--- src/rtl/duckhunt_pkg.sv ---
// Shared constants and types for the Duck Hunt VGA datapath.
// The screen geometry matches the 160x120 vga_adapter mode.
package duckhunt_pkg;

    localparam int NUM_REQ  = 3;
    localparam int X_W      = 8;
    localparam int Y_W      = 7;
    localparam int COLOUR_W = 24;
    localparam int SIZE_W   = 5;
    localparam int SCREEN_W = 160;
    localparam int SCREEN_H = 120;

    typedef enum logic [1:0] {
        IDLE = 2'd0,
        DRAW = 2'd1,
        DONE = 2'd2
    } arb_state_t;

endpackage

--- src/rtl/vga_plot_arbiter_rr_pick.sv ---
// Combinational round-robin picker: returns the first valid requester
// at or after ptr, wrapping past the highest index back to zero.
module rr_pick #(
    parameter int NUM_REQ = duckhunt_pkg::NUM_REQ,
    parameter int IDX_W   = (NUM_REQ > 1) ? $clog2(NUM_REQ) : 1
) (
    input  logic [NUM_REQ-1:0] valid,
    input  logic [IDX_W-1:0]   ptr,
    output logic [NUM_REQ-1:0] onehot,
    output logic [IDX_W-1:0]   index,
    output logic               any
);

    int             cand;
    logic [IDX_W-1:0] cand_idx;

    // Walk the requesters starting at ptr; the first valid one wins.
    always_comb begin
        onehot   = '0;
        index    = '0;
        any      = 1'b0;
        cand     = 0;
        cand_idx = '0;
        for (int k = 0; k < NUM_REQ; k++) begin
            cand = int'(ptr) + k;
            if (cand >= NUM_REQ) begin
                cand = cand - NUM_REQ;
            end
            cand_idx = IDX_W'(cand);
            if (!any && valid[cand_idx]) begin
                any              = 1'b1;
                index            = cand_idx;
                onehot[cand_idx] = 1'b1;
            end
        end
    end

endmodule

--- src/rtl/vga_plot_arbiter.sv ---
// Round-robin owner of the vga_adapter plot port: grants one sprite drawer
// at a time and scans its solid rectangle one pixel per clock.
module vga_plot_arbiter #(
    parameter int NUM_REQ  = duckhunt_pkg::NUM_REQ,
    parameter int X_W      = duckhunt_pkg::X_W,
    parameter int Y_W      = duckhunt_pkg::Y_W,
    parameter int COLOUR_W = duckhunt_pkg::COLOUR_W,
    parameter int SIZE_W   = duckhunt_pkg::SIZE_W,
    parameter int SCREEN_W = duckhunt_pkg::SCREEN_W,
    parameter int SCREEN_H = duckhunt_pkg::SCREEN_H
) (
    input  logic                         clk,
    input  logic                         reset,
    input  logic [NUM_REQ-1:0]           req_valid,
    input  logic [NUM_REQ*X_W-1:0]       req_x,
    input  logic [NUM_REQ*Y_W-1:0]       req_y,
    input  logic [NUM_REQ*SIZE_W-1:0]    req_w,
    input  logic [NUM_REQ*SIZE_W-1:0]    req_h,
    input  logic [NUM_REQ*COLOUR_W-1:0]  req_colour,
    input  logic                         hold,
    output logic [NUM_REQ-1:0]           req_grant,
    output logic [NUM_REQ-1:0]           req_done,
    output logic                         busy,
    output logic [X_W-1:0]               x,
    output logic [Y_W-1:0]               y,
    output logic [COLOUR_W-1:0]          colour,
    output logic                         plot
);

    import duckhunt_pkg::*;

    localparam int IDX_W = (NUM_REQ > 1) ? $clog2(NUM_REQ) : 1;

    // Extra carry bit: a coordinate past the right/bottom edge is clipped, never wrapped.
    function automatic logic on_screen(input logic [X_W:0] sx, input logic [Y_W:0] sy);
        return (sx < (X_W+1)'(SCREEN_W)) && (sy < (Y_W+1)'(SCREEN_H));
    endfunction

    arb_state_t            state, state_n;
    logic [IDX_W-1:0]      ptr, ptr_n;
    logic [IDX_W-1:0]      owner, owner_n;
    logic [X_W-1:0]        rect_x, rect_x_n;
    logic [Y_W-1:0]        rect_y, rect_y_n;
    logic [SIZE_W-1:0]     rect_w, rect_w_n;
    logic [SIZE_W-1:0]     rect_h, rect_h_n;
    logic [SIZE_W-1:0]     col, col_n;
    logic [SIZE_W-1:0]     row, row_n;
    logic [NUM_REQ-1:0]    req_grant_n, req_done_n;
    logic                  busy_n, plot_n;
    logic [X_W-1:0]        x_n;
    logic [Y_W-1:0]        y_n;
    logic [COLOUR_W-1:0]   colour_n;

    logic [NUM_REQ-1:0]    pick_onehot;
    logic [IDX_W-1:0]      pick_idx;
    logic                  pick_any;

    logic [X_W-1:0]        sel_x;
    logic [Y_W-1:0]        sel_y;
    logic [SIZE_W-1:0]     sel_w, sel_h;
    logic [COLOUR_W-1:0]   sel_colour;

    logic                  col_wrap, last_pixel;
    logic [SIZE_W-1:0]     adv_col, adv_row;
    logic [X_W:0]          scan_x;
    logic [Y_W:0]          scan_y;

    rr_pick #(
        .NUM_REQ (NUM_REQ),
        .IDX_W   (IDX_W)
    ) u_rr_pick (
        .valid  (req_valid),
        .ptr    (ptr),
        .onehot (pick_onehot),
        .index  (pick_idx),
        .any    (pick_any)
    );

    always_comb begin
        sel_x      = '0;
        sel_y      = '0;
        sel_w      = '0;
        sel_h      = '0;
        sel_colour = '0;
        for (int i = 0; i < NUM_REQ; i++) begin
            if (pick_onehot[i]) begin
                sel_x      = req_x[i*X_W +: X_W];
                sel_y      = req_y[i*Y_W +: Y_W];
                sel_w      = req_w[i*SIZE_W +: SIZE_W];
                sel_h      = req_h[i*SIZE_W +: SIZE_W];
                sel_colour = req_colour[i*COLOUR_W +: COLOUR_W];
            end
        end
    end

    // Row-major scan position of the pixel that follows the one on the port now.
    always_comb begin
        col_wrap   = (col == rect_w - SIZE_W'(1));
        last_pixel = col_wrap && (row == rect_h - SIZE_W'(1));
        adv_col    = col_wrap ? '0 : col + SIZE_W'(1);
        adv_row    = col_wrap ? row + SIZE_W'(1) : row;
        scan_x     = {1'b0, rect_x} + (X_W+1)'(adv_col);
        scan_y     = {1'b0, rect_y} + (Y_W+1)'(adv_row);
    end

    always_comb begin
        state_n     = state;
        ptr_n       = ptr;
        owner_n     = owner;
        rect_x_n    = rect_x;
        rect_y_n    = rect_y;
        rect_w_n    = rect_w;
        rect_h_n    = rect_h;
        col_n       = col;
        row_n       = row;
        req_grant_n = req_grant;
        req_done_n  = '0;
        busy_n      = busy;
        x_n         = x;
        y_n         = y;
        colour_n    = colour;
        plot_n      = 1'b0;

        case (state)
            IDLE: begin
                busy_n      = 1'b0;
                req_grant_n = '0;
                if (pick_any && !hold) begin
                    req_grant_n = pick_onehot;
                    owner_n     = pick_idx;
                    rect_x_n    = sel_x;
                    rect_y_n    = sel_y;
                    rect_w_n    = sel_w;
                    rect_h_n    = sel_h;
                    col_n       = '0;
                    row_n       = '0;
                    busy_n      = 1'b1;
                    x_n         = sel_x;
                    y_n         = sel_y;
                    colour_n    = sel_colour;
                    if (sel_w == '0 || sel_h == '0) begin
                        state_n    = DONE;
                        req_done_n = pick_onehot;
                    end else begin
                        state_n = DRAW;
                        plot_n  = on_screen({1'b0, sel_x}, {1'b0, sel_y});
                    end
                end
            end

            DRAW: begin
                if (!hold) begin
                    if (last_pixel) begin
                        state_n    = DONE;
                        req_done_n = req_grant;
                    end else begin
                        col_n  = adv_col;
                        row_n  = adv_row;
                        x_n    = scan_x[X_W-1:0];
                        y_n    = scan_y[Y_W-1:0];
                        plot_n = on_screen(scan_x, scan_y);
                    end
                end
            end

            DONE: begin
                state_n     = IDLE;
                req_grant_n = '0;
                busy_n      = 1'b0;
                ptr_n       = (owner == IDX_W'(NUM_REQ-1)) ? '0 : owner + IDX_W'(1);
            end

            default: begin
                state_n     = IDLE;
                req_grant_n = '0;
                busy_n      = 1'b0;
            end
        endcase
    end

    // Reset abandons any transaction in flight without a done pulse.
    always_ff @(posedge clk or posedge reset) begin
        if (reset) begin
            state     <= IDLE;
            ptr       <= '0;
            owner     <= '0;
            rect_x    <= '0;
            rect_y    <= '0;
            rect_w    <= '0;
            rect_h    <= '0;
            col       <= '0;
            row       <= '0;
            req_grant <= '0;
            req_done  <= '0;
            busy      <= 1'b0;
            x         <= '0;
            y         <= '0;
            colour    <= '0;
            plot      <= 1'b0;
        end else begin
            state     <= state_n;
            ptr       <= ptr_n;
            owner     <= owner_n;
            rect_x    <= rect_x_n;
            rect_y    <= rect_y_n;
            rect_w    <= rect_w_n;
            rect_h    <= rect_h_n;
            col       <= col_n;
            row       <= row_n;
            req_grant <= req_grant_n;
            req_done  <= req_done_n;
            busy      <= busy_n;
            x         <= x_n;
            y         <= y_n;
            colour    <= colour_n;
            plot      <= plot_n;
        end
    end

endmodule

--- config.mk ---
export PLATFORM = sky130hd
export DESIGN_NAME = vga_plot_arbiter
export DESIGN_NICKNAME = d
export VERILOG_FILES = /design/src/rtl/duckhunt_pkg.sv /design/src/rtl/vga_plot_arbiter_rr_pick.sv /design/src/rtl/vga_plot_arbiter.sv
export SDC_FILE = /design/constraint.sdc
export NUM_CORES = 1
export LEC_CHECK = 0
export CORE_MARGIN = 2
export CORE_UTILIZATION = 50
export CTS_BUF_LIST = sky130_fd_sc_hd__clkbuf_8 sky130_fd_sc_hd__clkbuf_16
export DETAILED_ROUTE_END_ITERATION = 16
export PLACE_DENSITY = 0.95
export SLEW_MARGIN = 20
export SYNTH_ARGS = -nofsm -noshare
export SYNTH_HDL_FRONTEND = slang
export SYNTH_SLANG_ARGS = --single-unit
export TNS_END_PERCENT = 50
--- constraint.sdc ---
create_clock -name clk -period 10.6 [get_ports clk]
set_clock_uncertainty 0.2 [all_clocks]
set_input_delay 2.65 -clock clk [delete_from_list [all_inputs] [get_ports clk]]
set_output_delay 2.65 -clock clk [all_outputs]
set_load 0.05 [all_outputs]
==> impl_results.md <==
* EDFF count, synth at 0
* Layout cells sized above 1 at 4.843%
* Vias at 6,010
* Starting density of the core at 51.62%
* Vias/cell at 6.222
* RSZ-0062 raised after global routing: no
* Critical path class: in2reg
* Floorplan row count at 38
* Crit end category: flip-flop
* Maximum resistive drop on vdd at 0.2367 mV
* Commonest cells after routing, fill and taps aside: clkdlybuf4s50_1, nand2_1, dfrtp_1
* # setup viols final at 0
* DRT Wirelength at 18,800 microns
* Tcrit/Tclk final at 55.58%
* TritonCTS buffer count at 9
* HP Class: reg2reg
* Critical path startpoint category: input port
* Leakage power at 3.299 nW
* IO Count at 200
* P&R area growth vs syn at 40.94%
* Die Ht at 110.3 microns
* Fmax at 0.1697 GHz
* DPL Wire Length at 13,670 microns
* Final hold vios at 0
* # Max-Cap Violations at 0
* Pre-CTS setup slack at 4.380 ns
* IO buf count at 199
* Die area at 12,160 sq um
* Mapped cell area at 5645 sq um
* Ys flop type: dfrtp_1
* CTS tree: yes
* CP top delay family: compound AO/OA/AOI/OAI gates
* Synthesized net count at 829
* Post-synthesis cell type count at 62
* Cell Chain, Critical Path: clkdlybuf4s50_1 > nand3b_1 > a31oi_1 > o21ai_2 > a31oi_4 > buf_4 > a221oi_1 > o22ai_1 > a211oi_1 > a22o_1
* GRT Total Usage at 31.08%
* Tmin final at 5.891 ns
* Data arrival, critical path at 5.93 ns
* Pwr dens at 288.3 nW/um^2
* Top cells by area, synth: dfrtp_1, nand2_1, a221o_1
* Postcts setup bufs at 0
* Final setup margin at 4.709 ns
* Pre-antenna DRT Iters at 7
* N_diodes at 0
* CTS Hold Bufs at 0
* Slowest cell delay on critical path at 0.60 ns
* Final antenna-violating net count at 0
* Post-synthesis sequential element count at 88
* CTS sink cnt at 88
* Clock Path Buffers at 2
* Mapped Avg Cell Area at 8.606 sq um
* Total number of yosys warnings at 0
* Setup TNS at 0 ns
* CP max-delay cell: clkdlybuf4s50_1
* Outcome: finished clean
* Worst-path clk slew at 0.07 ns
* First-pass GRT wire length at 29,080 microns
* H-tree depth at 3
* Placer's final routability congestion estimate at 0.9147
* # DRC at 0
* Clk_lat worst skew at 0.35 ns
* Sequential area share after synthesis at 39.01%
* Vias in the first global route at 5,964
* Core area at 10,940 sq um
* Grt ovf at 0
* Pins over their slew limit at 0
* Clock Tree Root: clkbuf_16
* Rel. slew slack at 29.69%
* Worst path required time at 10.64 ns
* Starting DRT DRC Count at 520
* DIE WIDTH at 110.3 microns
* Slew @ Worst Pin at 1.051 ns
* Pin count of the biggest net entering global routing at 111
* Resized Gates After CTS at 0
* WP buf/inv at 2
* Ys async rst share at 100.0%
* WL/cell at 19.46 microns
* Commonest non-fill, non-tap cell in the layout: clkdlybuf4s50_1
* Mapped Cells at 656
* Initial antenna violation count at 0
* Final nets at 994
* CP Max Fanout at 32
* Largest area contributor in the netlist: dfrtp_1
* Share of the synthesized area in the top cell type at 39.01%
## layout make-up
class                           instances  area, sq um
Timing Repair Buffer                  205         2037
Tap cell                              140        175.2
Clock inverter                          7        78.83
Clock buffer                            9        225.2
Multi-Input combinational cell        495         3154
Fill cell                             791         2979
Sequential cell                        88         2202
Inverter                               22        83.83
## Yosys cell counts, types with 6 or more instances
| cell | n |
|---|---|
| nand2_1 | 126 |
| dfrtp_1 | 88 |
| o21ai_1 | 76 |
| a221o_1 | 45 |
| o21ai_0 | 32 |
| nor2_1 | 30 |
| clkbuf_1 | 25 |
| inv_1 | 22 |
| buf_2 | 20 |
| ha_1 | 18 |
| xnor2_1 | 18 |
| a21oi_1 | 13 |
| nand3_1 | 12 |
| nor3_1 | 11 |
| nand2b_1 | 8 |
| xor2_1 | 8 |
| o211ai_1 | 7 |
| a221oi_1 | 6 |
| o221ai_1 | 6 |
## where the power goes
| part | total [mW] | internal, mW | switching [mW] | leakage, nW |
|---|---|---|---|---|
| registers | 0.549 | 0.457 | 0.0929 | 1.15 |
| clock network | 0.330 | 0.185 | 0.145 | 0.139 |
| logic | 1.41 | 0.524 | 0.891 | 2.01 |
## per-layer routing
metal,vias to the layer above,track usage [%],part of all wire (%),routed length [microns]
li1,2719,-,-,-
met1,2874,36.24,36,6798
met2,352,55.43,52,9710
met3,65,6.878,8.7,1638
met4,0,12.23,3.5,651
met5,-,0,0,0
## cells by family (layout without fill, tap and decap cells)
kind of cell,count (synthesis),in the layout,share of synthesized area [%]
xor+xnor,26,26,4.034
mux,4,4,0.7535
compound gates,229,229,28.57
buf+inv,73,243,5.630
flops,88,88,39.01
simple gates,216,216,17.31
fa+ha+maj,20,20,4.699
## stage by stage
step | cells | total power, mW | utilization (%) | hold WS [ns] | cell area [sq um]
2_1_floorplan | 656 | 1.539 | - | 0.2455 | 5645
3_3_place_gp | 950 | 1.874 | 69.98 | 0.2589 | 7652
3_5_place_dp | 950 | 1.945 | 69.98 | 0.2732 | 7652
4_1_cts | 966 | 2.279 | 72.76 | 0.2821 | 7956
5_1_grt | 966 | 2.424 | 72.76 | 0.2954 | 7956
6_report | 966 | 2.294 | 72.76 | 0.2786 | 7956
## final timing paths
| check | from | end | slack [ns] | depth (start not counted) |
|---|---|---|---|---|
| setup / recovery | req_valid[1] | plot | 4.71 | 10 |
| hold / removal | owner[1] | ptr[0] | 0.28 | 1 |
| setup reg to reg | rect_w[0] | plot | 6.04 | 18 |
| hold reg to reg | owner[1] | ptr[0] | 0.28 | 1 |
| max in group asynchronous | reset | state[0] | 6.59 | 3 |
| min in group asynchronous | reset | y[3] | 2.46 | 2 |
## registers in the layout, summed over array words and instances (netlist names)
name	cells
rect_y	7
y	7
rect_w	5
rect_h	5
colour	24
x	8
owner	2
col	5
plot	1
row	5
ptr	2
req_done	3
rect_x	8
busy	1
req_grant	3
state	2
No activity file was read; power rests on OpenSTA's default activity.
